<file path="src/rtl/rf_arb_pkg.sv">
// rf_arb_pkg: shared constants and helpers for the register-file write arbiter.
package rf_arb_pkg;
    localparam int RF_N    = 16;
    localparam int RF_M    = 3;
    localparam int RF_NREQ = 3;
    localparam int PTR_W   = $clog2(RF_NREQ);

    function automatic logic [2:0] oh2idx(input logic [7:0] oh);
        logic [2:0] r;
        r = '0;
        for (int i = 0; i < 8; i++) r |= oh[i] ? 3'(i) : 3'd0;
        return r;
    endfunction
endpackage

</file>
<file path="src/rtl/rf_write_arbiter_if.sv">
// rf_write_arbiter_if: requester bus, committed write port and hazard lookup of the RF write arbiter.
interface rf_write_arbiter_if
    import rf_arb_pkg::*;
#(
    parameter int N    = RF_N,
    parameter int M    = RF_M,
    parameter int NREQ = RF_NREQ
);
    logic [NREQ-1:0]   Req;
    logic [NREQ*M-1:0] Req_ad;
    logic [NREQ*N-1:0] Req_data;
    logic [NREQ-1:0]   Grant;
    logic              Wr_hold;
    logic              Reg_Write;
    logic [M-1:0]      Reg_write_ad;
    logic [N-1:0]      Reg_write_data;
    logic [M-1:0]      Reg_read_ad_1;
    logic [M-1:0]      Reg_read_ad_2;
    logic              Hazard_1;
    logic              Hazard_2;
    logic [N-1:0]      Fwd_data;

    modport master (
        output Req, Req_ad, Req_data, Wr_hold, Reg_read_ad_1, Reg_read_ad_2,
        input  Grant, Reg_Write, Reg_write_ad, Reg_write_data, Hazard_1, Hazard_2, Fwd_data
    );
    modport slave (
        input  Req, Req_ad, Req_data, Wr_hold, Reg_read_ad_1, Reg_read_ad_2,
        output Grant, Reg_Write, Reg_write_ad, Reg_write_data, Hazard_1, Hazard_2, Fwd_data
    );
endinterface

</file>
<file path="src/rtl/rr_pick.sv">
// rr_pick: combinational one-hot picker, round-robin from ptr or, with RF_ARB_FIXED_PRIO_EN, lowest index.
module rr_pick
    import rf_arb_pkg::*;
#(
    parameter int NREQ = RF_NREQ,
    parameter int PW   = $clog2(NREQ)
) (
    input  logic [NREQ-1:0] req,
`ifndef RF_ARB_FIXED_PRIO_EN
    input  logic [PW-1:0]   ptr,
`endif
    input  logic            hold,
    output logic [NREQ-1:0] grant,
    output logic [PW-1:0]   idx
);
    always_comb begin
        grant = '0;
        // scan from the far end so the candidate closest to the start wins last
        for (int k = NREQ - 1; k >= 0; k--) begin
`ifdef RF_ARB_FIXED_PRIO_EN
            if (!hold && req[k]) grant = NREQ'(1) << k;
`else
            if (!hold && req[(int'(ptr) + k) % NREQ]) grant = NREQ'(1) << ((int'(ptr) + k) % NREQ);
`endif
        end
    end

    assign idx = PW'(oh2idx(8'(grant)));
endmodule

</file>
<file path="src/rtl/rf_write_arbiter.sv">
// rf_write_arbiter: shares one RF write port among NREQ requesters, commits the winner after one cycle, flags RAW hazards.
// Build option RF_ARB_FIXED_PRIO_EN replaces round-robin with fixed lowest-index priority.
module rf_write_arbiter
    import rf_arb_pkg::*;
#(
    parameter int N    = RF_N,
    parameter int M    = RF_M,
    parameter int NREQ = RF_NREQ
) (
    input logic               Clock,
    input logic               Reset,
    rf_write_arbiter_if.slave bus
);
    localparam int PW = $clog2(NREQ);

    logic [NREQ-1:0] grant;
    logic [PW-1:0]   idx;
    logic            xfer, we, we_q, we_d;
    logic [M-1:0]    ad_q, ad_d;
    logic [N-1:0]    data_q, data_d;
`ifndef RF_ARB_FIXED_PRIO_EN
    logic [PW-1:0]   ptr_q, ptr_d;
`endif

    rr_pick #(.NREQ(NREQ), .PW(PW)) u_pick (
        .req   (bus.Req),
`ifndef RF_ARB_FIXED_PRIO_EN
        .ptr   (ptr_q),
`endif
        .hold  (bus.Wr_hold | Reset),
        .grant (grant),
        .idx   (idx)
    );

    always_comb begin
        xfer   = |grant;
        we_d   = xfer;
        ad_d   = xfer ? bus.Req_ad[idx*M +: M] : ad_q;
        data_d = xfer ? bus.Req_data[idx*N +: N] : data_q;
`ifndef RF_ARB_FIXED_PRIO_EN
        ptr_d  = xfer ? ((idx == PW'(NREQ - 1)) ? '0 : idx + 1'b1) : ptr_q;
`endif
    end

    always_ff @(posedge Clock) begin
        if (Reset) begin
            we_q   <= 1'b0;
            ad_q   <= '0;
            data_q <= '0;
`ifndef RF_ARB_FIXED_PRIO_EN
            ptr_q  <= '0;
`endif
        end else begin
            we_q   <= we_d;
            ad_q   <= ad_d;
            data_q <= data_d;
`ifndef RF_ARB_FIXED_PRIO_EN
            ptr_q  <= ptr_d;
`endif
        end
    end

    // masking with Reset drops a write still in flight when reset arrives
    assign we                 = we_q & ~Reset;
    assign bus.Grant          = grant;
    assign bus.Reg_Write      = we;
    assign bus.Reg_write_ad   = ad_q;
    assign bus.Reg_write_data = data_q;
    assign bus.Hazard_1       = we & (ad_q == bus.Reg_read_ad_1);
    assign bus.Hazard_2       = we & (ad_q == bus.Reg_read_ad_2);
    assign bus.Fwd_data       = data_q;
endmodule
</file>
<file path="src/flat_wrapper.sv">
// flat-port wrapper written by rule: the top's interface ports become plain ports
module rf_write_arbiter_flat import rf_arb_pkg::*;
#(
    parameter int N    = RF_N,
    parameter int M    = RF_M,
    parameter int NREQ = RF_NREQ
)
  (Clock, Reset, bus_Req, bus_Req_ad, bus_Req_data, bus_Wr_hold, bus_Reg_read_ad_1, bus_Reg_read_ad_2, bus_Grant, bus_Reg_Write, bus_Reg_write_ad, bus_Reg_write_data, bus_Hazard_1, bus_Hazard_2, bus_Fwd_data);
  rf_write_arbiter_if #(.N(N), .M(M), .NREQ(NREQ)) bus_i ();
  input logic Clock;
  input logic Reset;
  input wire logic [$bits(bus_i.Req)-1:0] bus_Req;
  input wire logic [$bits(bus_i.Req_ad)-1:0] bus_Req_ad;
  input wire logic [$bits(bus_i.Req_data)-1:0] bus_Req_data;
  input wire logic [$bits(bus_i.Wr_hold)-1:0] bus_Wr_hold;
  input wire logic [$bits(bus_i.Reg_read_ad_1)-1:0] bus_Reg_read_ad_1;
  input wire logic [$bits(bus_i.Reg_read_ad_2)-1:0] bus_Reg_read_ad_2;
  output wire logic [$bits(bus_i.Grant)-1:0] bus_Grant;
  output wire logic [$bits(bus_i.Reg_Write)-1:0] bus_Reg_Write;
  output wire logic [$bits(bus_i.Reg_write_ad)-1:0] bus_Reg_write_ad;
  output wire logic [$bits(bus_i.Reg_write_data)-1:0] bus_Reg_write_data;
  output wire logic [$bits(bus_i.Hazard_1)-1:0] bus_Hazard_1;
  output wire logic [$bits(bus_i.Hazard_2)-1:0] bus_Hazard_2;
  output wire logic [$bits(bus_i.Fwd_data)-1:0] bus_Fwd_data;
  assign bus_i.Req = bus_Req;
  assign bus_i.Req_ad = bus_Req_ad;
  assign bus_i.Req_data = bus_Req_data;
  assign bus_i.Wr_hold = bus_Wr_hold;
  assign bus_i.Reg_read_ad_1 = bus_Reg_read_ad_1;
  assign bus_i.Reg_read_ad_2 = bus_Reg_read_ad_2;
  assign bus_Grant = bus_i.Grant;
  assign bus_Reg_Write = bus_i.Reg_Write;
  assign bus_Reg_write_ad = bus_i.Reg_write_ad;
  assign bus_Reg_write_data = bus_i.Reg_write_data;
  assign bus_Hazard_1 = bus_i.Hazard_1;
  assign bus_Hazard_2 = bus_i.Hazard_2;
  assign bus_Fwd_data = bus_i.Fwd_data;
  rf_write_arbiter #(.N(N), .M(M), .NREQ(NREQ)) u_core (.Clock(Clock), .Reset(Reset), .bus(bus_i));
endmodule
</file>
<file path="config.mk">
export PLATFORM = sky130hd
export DESIGN_NAME = rf_write_arbiter_flat
export DESIGN_NICKNAME = d
export VERILOG_FILES = /design/src/rtl/rf_arb_pkg.sv /design/src/rtl/rf_write_arbiter_if.sv /design/src/rtl/rr_pick.sv /design/src/rtl/rf_write_arbiter.sv /design/src/flat_wrapper.sv
export SDC_FILE = /design/constraint.sdc
export NUM_CORES = 1
export LEC_CHECK = 0
export CAP_MARGIN = 10
export CORE_ASPECT_RATIO = 1.1
export CORE_UTILIZATION = 35
export CTS_CLUSTER_SIZE = 10
export DETAILED_ROUTE_END_ITERATION = 8
export MAX_ROUTING_LAYER = met4
export PLACE_DENSITY = 0.88
export SETUP_SLACK_MARGIN = 0.02
export SYNTH_ARGS = -nofsm -noshare
export SYNTH_HDL_FRONTEND = slang
export SYNTH_SLANG_ARGS = --single-unit
export TNS_END_PERCENT = 1
</file>
<file path="constraint.sdc">
create_clock -name Clock -period 2.3 [get_ports Clock]
set_input_delay 0.345 -clock Clock [delete_from_list [all_inputs] [get_ports Clock]]
set_output_delay 0.345 -clock Clock [all_outputs]
set_load 0.005 [all_outputs]
</file>
==> key figures, run 1 <==
Drt
  – Avg WL per Cell: 17.9 um
  – Total number of vias: 2336
  – Met2 WL: 4050 um
  – Wire length on met1: 2880 um
  – Initial DRC Count: 124
  – Via-per-instance ratio: 5.58
  – Remaining DRCs: 0
  – First-pass DRT Iterations: 4
  – Final WL: 7490 um
  – Routed Antenna Nets: 0
  – Met3 routed WL: 278 um
  – Topmost layer with routed signal wires: met4

Worst setup path
  – R2R setup slack: -0.14 ns
  – Worst reg2reg path depth: 12
  – Critical Path Fanout Max: 6
  – Req. time, crit path: 2.44 ns
  – Worst setup SP type: flop
  – Kind of critical path: flop to flop
  – R2r startpoint: u_core.ptr_q[1]
  – Critical path data arrival time: 2.58 ns
  – Critical path endpoint category: flop
  – R2r endpoint: u_core.bus.Fwd_data[8]

Power and ir drop
  – Sw Ratio: 34.1%
  – Max rail drop VDD: 243 uV
  – Clock power frac: 14.6%
  – Static leakage power: 1.39 nW
  – Share of power burned in registers: 29.1%
  – Pwr/cell area: 468 nW/um^2
  – NetSw: 0.000570 W
  – Combinational Power Share: 56.3%
  – Pint: 0.00110 W

Timing
  – Slew Viols, Final: 0
  – Setup violators final: 21
  – Final worst-path cycle share: 106%
  – Unrepaired setup endpoints after global routing: true
  – Clk_skew: 0.00599 ns
  – Worst Max-Slew Pin Slew: 0.495 ns
  – Setup slack after layout: -0.139 ns
  – Fmax achieved: 0.410 GHz
  – Final Critical Period: 2.44 ns
  – Final Hold Vio Count: 0
  – Slew HR: 67.0%

Logic synthesis
  – Syn Nets: 303
  – Synthesis Warnings: 0
  – Most used DFF post-synth: dfxtp_1
  – Yosys reg bits: 22
  – Seq/Total Area, Yosys: 23.3%
  – Mapped Cells: 230
  – Number of synthesized flops with an enable pin: 0
  – Synth async-reset ratio: 0%
  – Number of distinct library cells after synthesis: 36
  – Syn Area/Cell: 8.22 um^2
  – Synthesized cell area: 1890 um^2

Layout
  – Final nets: 422
  – Inserted Diodes: 0
  – Area grow syn2layout: 88.9%
  – # fillers: 405
  – Non-Filler Instances: 419
  – Commonest non-fill, non-tap cell in the layout: clkdlybuf4s50_1
  – Most frequent cells in the layout: 103 x clkdlybuf4s50_1, 38 x nand3_1, 32 x buf_4, 20 x dfxtp_1
  – Finished Core Util: 70.0%
  – Layout cells sized above 1: 32.9%

GRT
  – Tot GR Track Use: 25.1%
  – Initial antenna violation count: 0
  – Overflow after GRT: 0
  – Vias in the first global route: 2388
  – Global-route wire length before repair: 10900 um
  – Largest net degree at the start of global routing: 23

Outcome
  – Outcome: finished with violations
  – Failing checks: setup timing

Clocking
  – Clock Sinks: 22
  – Root Buffer: clkbuf_8
  – CTS max path bufs: 2
  – Clock transition at path regs: 0.08 ns
  – Worst-Skew Late Latency: 0.26 ns
  – CTS tree: done
  – Htree depth: 1
  – Cts bufs inserted: 3
  – Hold Buf Count CTS: 0

Worst hold path
  – Min-Delay Endpoint: u_core.bus.Fwd_data[9]
  – Hold depth: 2
  – Hold Crit Start: u_core.bus.Fwd_data[9]
  – Hold/Removal Path Class: flop to flop

Floorplan
  – Total core area: 5100 um^2
  – Die Area: 5700 um^2
  – DIE WIDTH: 72.1 um
  – Die height: 79.1 um
  – Cell Rows: 27
  – # IOs: 110
  – Initial Utilization: 37.1%

Placed design
  – Buffers added on ports: 109
  – Placed cells: 405
  – Routability cong.: 0.860
  – Hpwl dp: 4840 um

Job
  – Max cap viols: 0
Yosys cell counts (all sizes together), types with 3 or more instances:
cell type | instances | area (um^2)
nor2b | 3 | 18.8
clkbuf | 12 | 45.0
nor4 | 3 | 18.8
nand2 | 4 | 15.0
dfxtp | 22 | 440
o21ai | 22 | 110
inv | 5 | 18.8
nand3 | 38 | 190
a21o | 19 | 143
a311oi | 19 | 285
ha | 4 | 50.1
xor2 | 6 | 52.6
a21oi | 21 | 105
buf | 26 | 179
how the worst max path moves through the flow:
stage                          startpoint                       to  slack (ns)  depth (start not counted)
after global placement        bus_Wr_hold             bus_Grant[0]       -0.37                          7
after CTS                 u_core.ptr_q[1]  u_core.bus.Fwd_data[15]       -0.12                         12
after global routing      u_core.ptr_q[1]   u_core.bus.Fwd_data[8]       -0.21                         12
final                     u_core.ptr_q[1]   u_core.bus.Fwd_data[8]       -0.14                         12
after floorplan           u_core.ptr_q[0]   u_core.bus.Fwd_data[0]        0.01                         10
after detailed placement      bus_Wr_hold             bus_Grant[0]       -0.44                          7
power by group through the flow:
stage	sequential (W)	clock, W	combinational, W
3_3_place_gp	0.000477	0	0.000737
5_1_grt	0.000492	0.000260	0.000997
3_5_place_dp	0.000480	0	0.000752
6_report	0.000487	0.000244	0.000941
2_1_floorplan	0.000477	0	0.000391
4_1_cts	0.000480	0.000243	0.000863
logic make-up (layout without fill, tap and decap cells):
family | count (synthesis) | after routing | synth area share (%)
AO/OA/AOI/OAI | 91 | 91 | 39.0
AND/OR/NAND/NOR | 60 | 60 | 17.0
buffers and inverters | 43 | 160 | 12.8
flip-flops | 22 | 22 | 23.3
XOR/XNOR | 6 | 6 | 2.78
adder cells (fa/ha/maj) | 4 | 4 | 2.65
multiplexers | 4 | 4 | 2.45
registers in the layout (all words and copies together), names as in the netlist:
signal                   count
u_core.bus.Fwd_data         16
u_core.we_q                  1
u_core.bus.Reg_write_ad      3
u_core.ptr_q                 2
area by class of cell:
| class | count | area (um^2) | area share [%] |
|---|---|---|---|
| repair buffers | 152 | 1520 | 42.6 |
| multi-input cells | 165 | 1460 | 40.8 |
| flip-flops and latches | 22 | 445 | 12.5 |
| well taps | 72 | 90.1 | 2.52 |
| clock buffers | 3 | 41.3 | 1.16 |
| inverters | 5 | 18.8 | 0.526 |
per-stage QoR:
stage | hold slack [ns] | cell area [um^2] | total power, W | setup TNS, ns | worst slack (ns)
final | 0.542 | 3570 | 0.00167 | -2.26 | -0.139
after global routing | 0.563 | 3570 | 0.00175 | -3.94 | -0.208
after CTS | 0.540 | 3430 | 0.00159 | -2.19 | -0.117
after detailed placement | 0.553 | 3100 | 0.00123 | -7.98 | -0.441
after global placement | 0.540 | 3100 | 0.00121 | -7.10 | -0.369
after floorplan | 0.527 | 1890 | 0.000868 | 0 | 0.0148
worst max-delay path: stages, from the launching register on:
cell	delay (ns)
dfxtp_2	0.34
buf_4	0.14
ha_4	0.27
buf_6	0.11
nand2b_4	0.12
a221oi_2	0.05
o32a_1	0.37
buf_4	0.14
a211o_1	0.26
buf_6	0.15
clkbuf_16	0.17
a21oi_4	0.15
a311oi_2	0.05
routing by layer:
metal / global-route usage, % / vias up
met5: - / -
met4: 10.6 / 0
met3: 3.17 / 21
met2: 48.0 / 98
met1: 25.3 / 1135
li1: - / 1082
what timing repair did:
action | in CTS | in global routing
pin swaps | 8 | 9
resized for setup | 66 | 12
setup endpoints to repair | 26 | 25
gates cloned | 1 | 4
buffers inserted | 6 | 0
(Power assumes the default switching activity.)
==> run 2: changes to the inputs <==
CORE_ASPECT_RATIO = 1.25   (was 1.1)
==> run 2 against run 1 <==
Net effect: the flow still finishes with violations (setup timing); total power fell by 0.28%; sequential power fell by 2%; worst hold slack improved by 0.033 ns; setup slack got worse by 0.058 ns; sequential cell count did not move; fmax fell by 2.3%; global-route usage fell by 2.1 points; clock-buffer cell count did not move; largest cell class unchanged.
==> key figures, run 2 (synthesized netlist as in run 1, its figures left out) <==
Outcome
  – Outcome: finished with violations
  – Failing checks: setup timing

Layout
  – Final nets: 420
  – Layout cells sized above 1: 25.4%
  – Most frequent cells in the layout: 104 x clkdlybuf4s50_1, 38 x nand3_1, 35 x buf_4, 20 x a21oi_1, 20 x dfxtp_1
  – Area grow syn2layout: 76.0%
  – Commonest non-fill, non-tap cell in the layout: clkdlybuf4s50_1
  – Final instance area: 3330 um^2
  – Non-Filler Instances: 408
  – Inserted Diodes: 0
  – Max FFs per register: 16

GRT
  – Initial antenna violation count: 0
  – Overflow after GRT: 0
  – Tot GR Track Use: 23.0%
  – Vias in the first global route: 2229
  – Global-route wire length before repair: 9920 um
  – Largest net degree at the start of global routing: 23

Timing
  – Setup violators final: 23
  – Final worst-path cycle share: 109%
  – Slew HR: 81.9%
  – Worst Max-Slew Pin Slew: 0.269 ns
  – Setup slack after layout: -0.197 ns
  – Fmax achieved: 0.400 GHz
  – Slew Viols, Final: 0
  – Final setup TNS: -3.37 ns
  – Final Critical Period: 2.50 ns
  – Final Hold Vio Count: 0
  – Clk_skew: 0.00232 ns
  – Unrepaired setup endpoints after global routing: true

Worst setup path
  – Worst setup SP type: flop
  – Critical path endpoint category: flop
  – Kind of critical path: flop to flop
  – R2R setup slack: -0.20 ns
  – Req. time, crit path: 2.48 ns
  – Critical path data arrival time: 2.68 ns
  – Critical Path Fanout Max: 10

Drt
  – Via-per-instance ratio: 5.53
  – Routed Antenna Nets: 0
  – First-pass DRT Iterations: 6
  – Final WL: 6540 um
  – Total number of vias: 2257
  – Avg WL per Cell: 16.0 um
  – Initial DRC Count: 104
  – Remaining DRCs: 0

Power and ir drop
  – Max rail drop VDD: 252 uV
  – Static leakage power: 1.31 nW
  – Pwr/cell area: 501 nW/um^2

Clocking
  – Cts bufs inserted: 3
  – Hold Buf Count CTS: 0
  – CTS max path bufs: 2
  – Clock Sinks: 22
  – Worst-Skew Late Latency: 0.27 ns
  – Root Buffer: clkbuf_8
  – Clock transition at path regs: 0.09 ns
  – Htree depth: 1
  – CTS tree: done

Worst hold path
  – Hold/Removal Path Class: flop to flop

Floorplan
  – # IOs: 110
  – DIE WIDTH: 67.7 um
  – Cell Rows: 29
  – Die Area: 5700 um^2
  – Total core area: 5150 um^2
  – Die height: 84.2 um
  – Initial Utilization: 36.7%

Placed design
  – Placed cells: 400
  – Buffers added on ports: 109
  – Routability cong.: 0.912
  – Hpwl dp: 4620 um
  – Placed cell area: 3110 um^2

Job
  – Max cap viols: 0
==> run 2: cell count changes in the layout (fill, tap and decap cells not counted), sizes merged <==
cell / change
bufinv: +1
buf: +2
clkdlybuf4s50: +1
clkbuf: -4
dlymetal6s2s: -1
==> run 2: final cells by class <==
cell class                 instances  area (um^2)
timing repair buffer             150         1420
clock inverter                     1         30.0
inverter                           5         21.3
clock buffer                       3         41.3
multi-input combinational        165         1300
fill                             436         1830
tap                               62         77.6
sequential                        22          445
==> run 2: per-stage QoR <==
step / total power, W / hold slack [ns] / util, % / setup WS [ns]
detailed placement: 0.00124 / 0.566 / 60.4 / -0.468
finish: 0.00167 / 0.574 / 64.6 / -0.197
global placement: 0.00122 / 0.558 / 60.4 / -0.397
CTS: 0.00162 / 0.577 / 62.5 / -0.192
floorplan: 0.000868 / 0.527 / - / 0.0148
global route: 0.00175 / 0.605 / 64.6 / -0.276
==> run 2: repair_timing <==
| item | CTS | global route |
|---|---|---|
| endpoints found under the setup margin | 27 | 26 |
| gates resized for setup | 20 | 24 |
| pin swaps | 3 | 9 |
| cloned | 0 | 1 |
| setup buffers | 2 | 1 |
==> run 2: path summary, 6_finish.rpt <==
path / startpoint / to / cells past startpoint
setup / recovery: u_core.ptr_q[0] / u_core.bus.Fwd_data[14] / 10
hold / removal: u_core.bus.Fwd_data[2] / u_core.bus.Fwd_data[2] / 2
setup reg to reg: u_core.ptr_q[0] / u_core.bus.Fwd_data[14] / 10
hold reg to reg: u_core.bus.Fwd_data[2] / u_core.bus.Fwd_data[2] / 2
==> run 2: where the power goes <==
part           switching, W  total, W  internal (W)
logic              0.000337  0.000811      0.000474
clock network      0.000146  0.000378      0.000233
registers         0.0000472  0.000477      0.000430
total              0.000529   0.00167       0.00114
==> run 2: layer usage <==
| metal | wire length, um | track usage [%] | up-vias |
|---|---|---|---|
| met4 | 53 | 5.61 | 0 |
| li1 | - | - | 1079 |
| met3 | 475 | 3.40 | 6 |
| met5 | 0 | - | - |
| met1 | 2550 | 24.9 | 1070 |
| met2 | 3460 | 42.0 | 102 |
==> run 2: critical path, cell delays in order (launching register included) <==
cell and delay (ns):
dfxtp_2 0.37, inv_1 0.06, ha_1 0.29, buf_6 0.14
and3_1 0.16, o32a_1 0.38, buf_4 0.14, a211o_1 0.28
and2_4 0.19, buf_4 0.19, a311oi_2 0.21
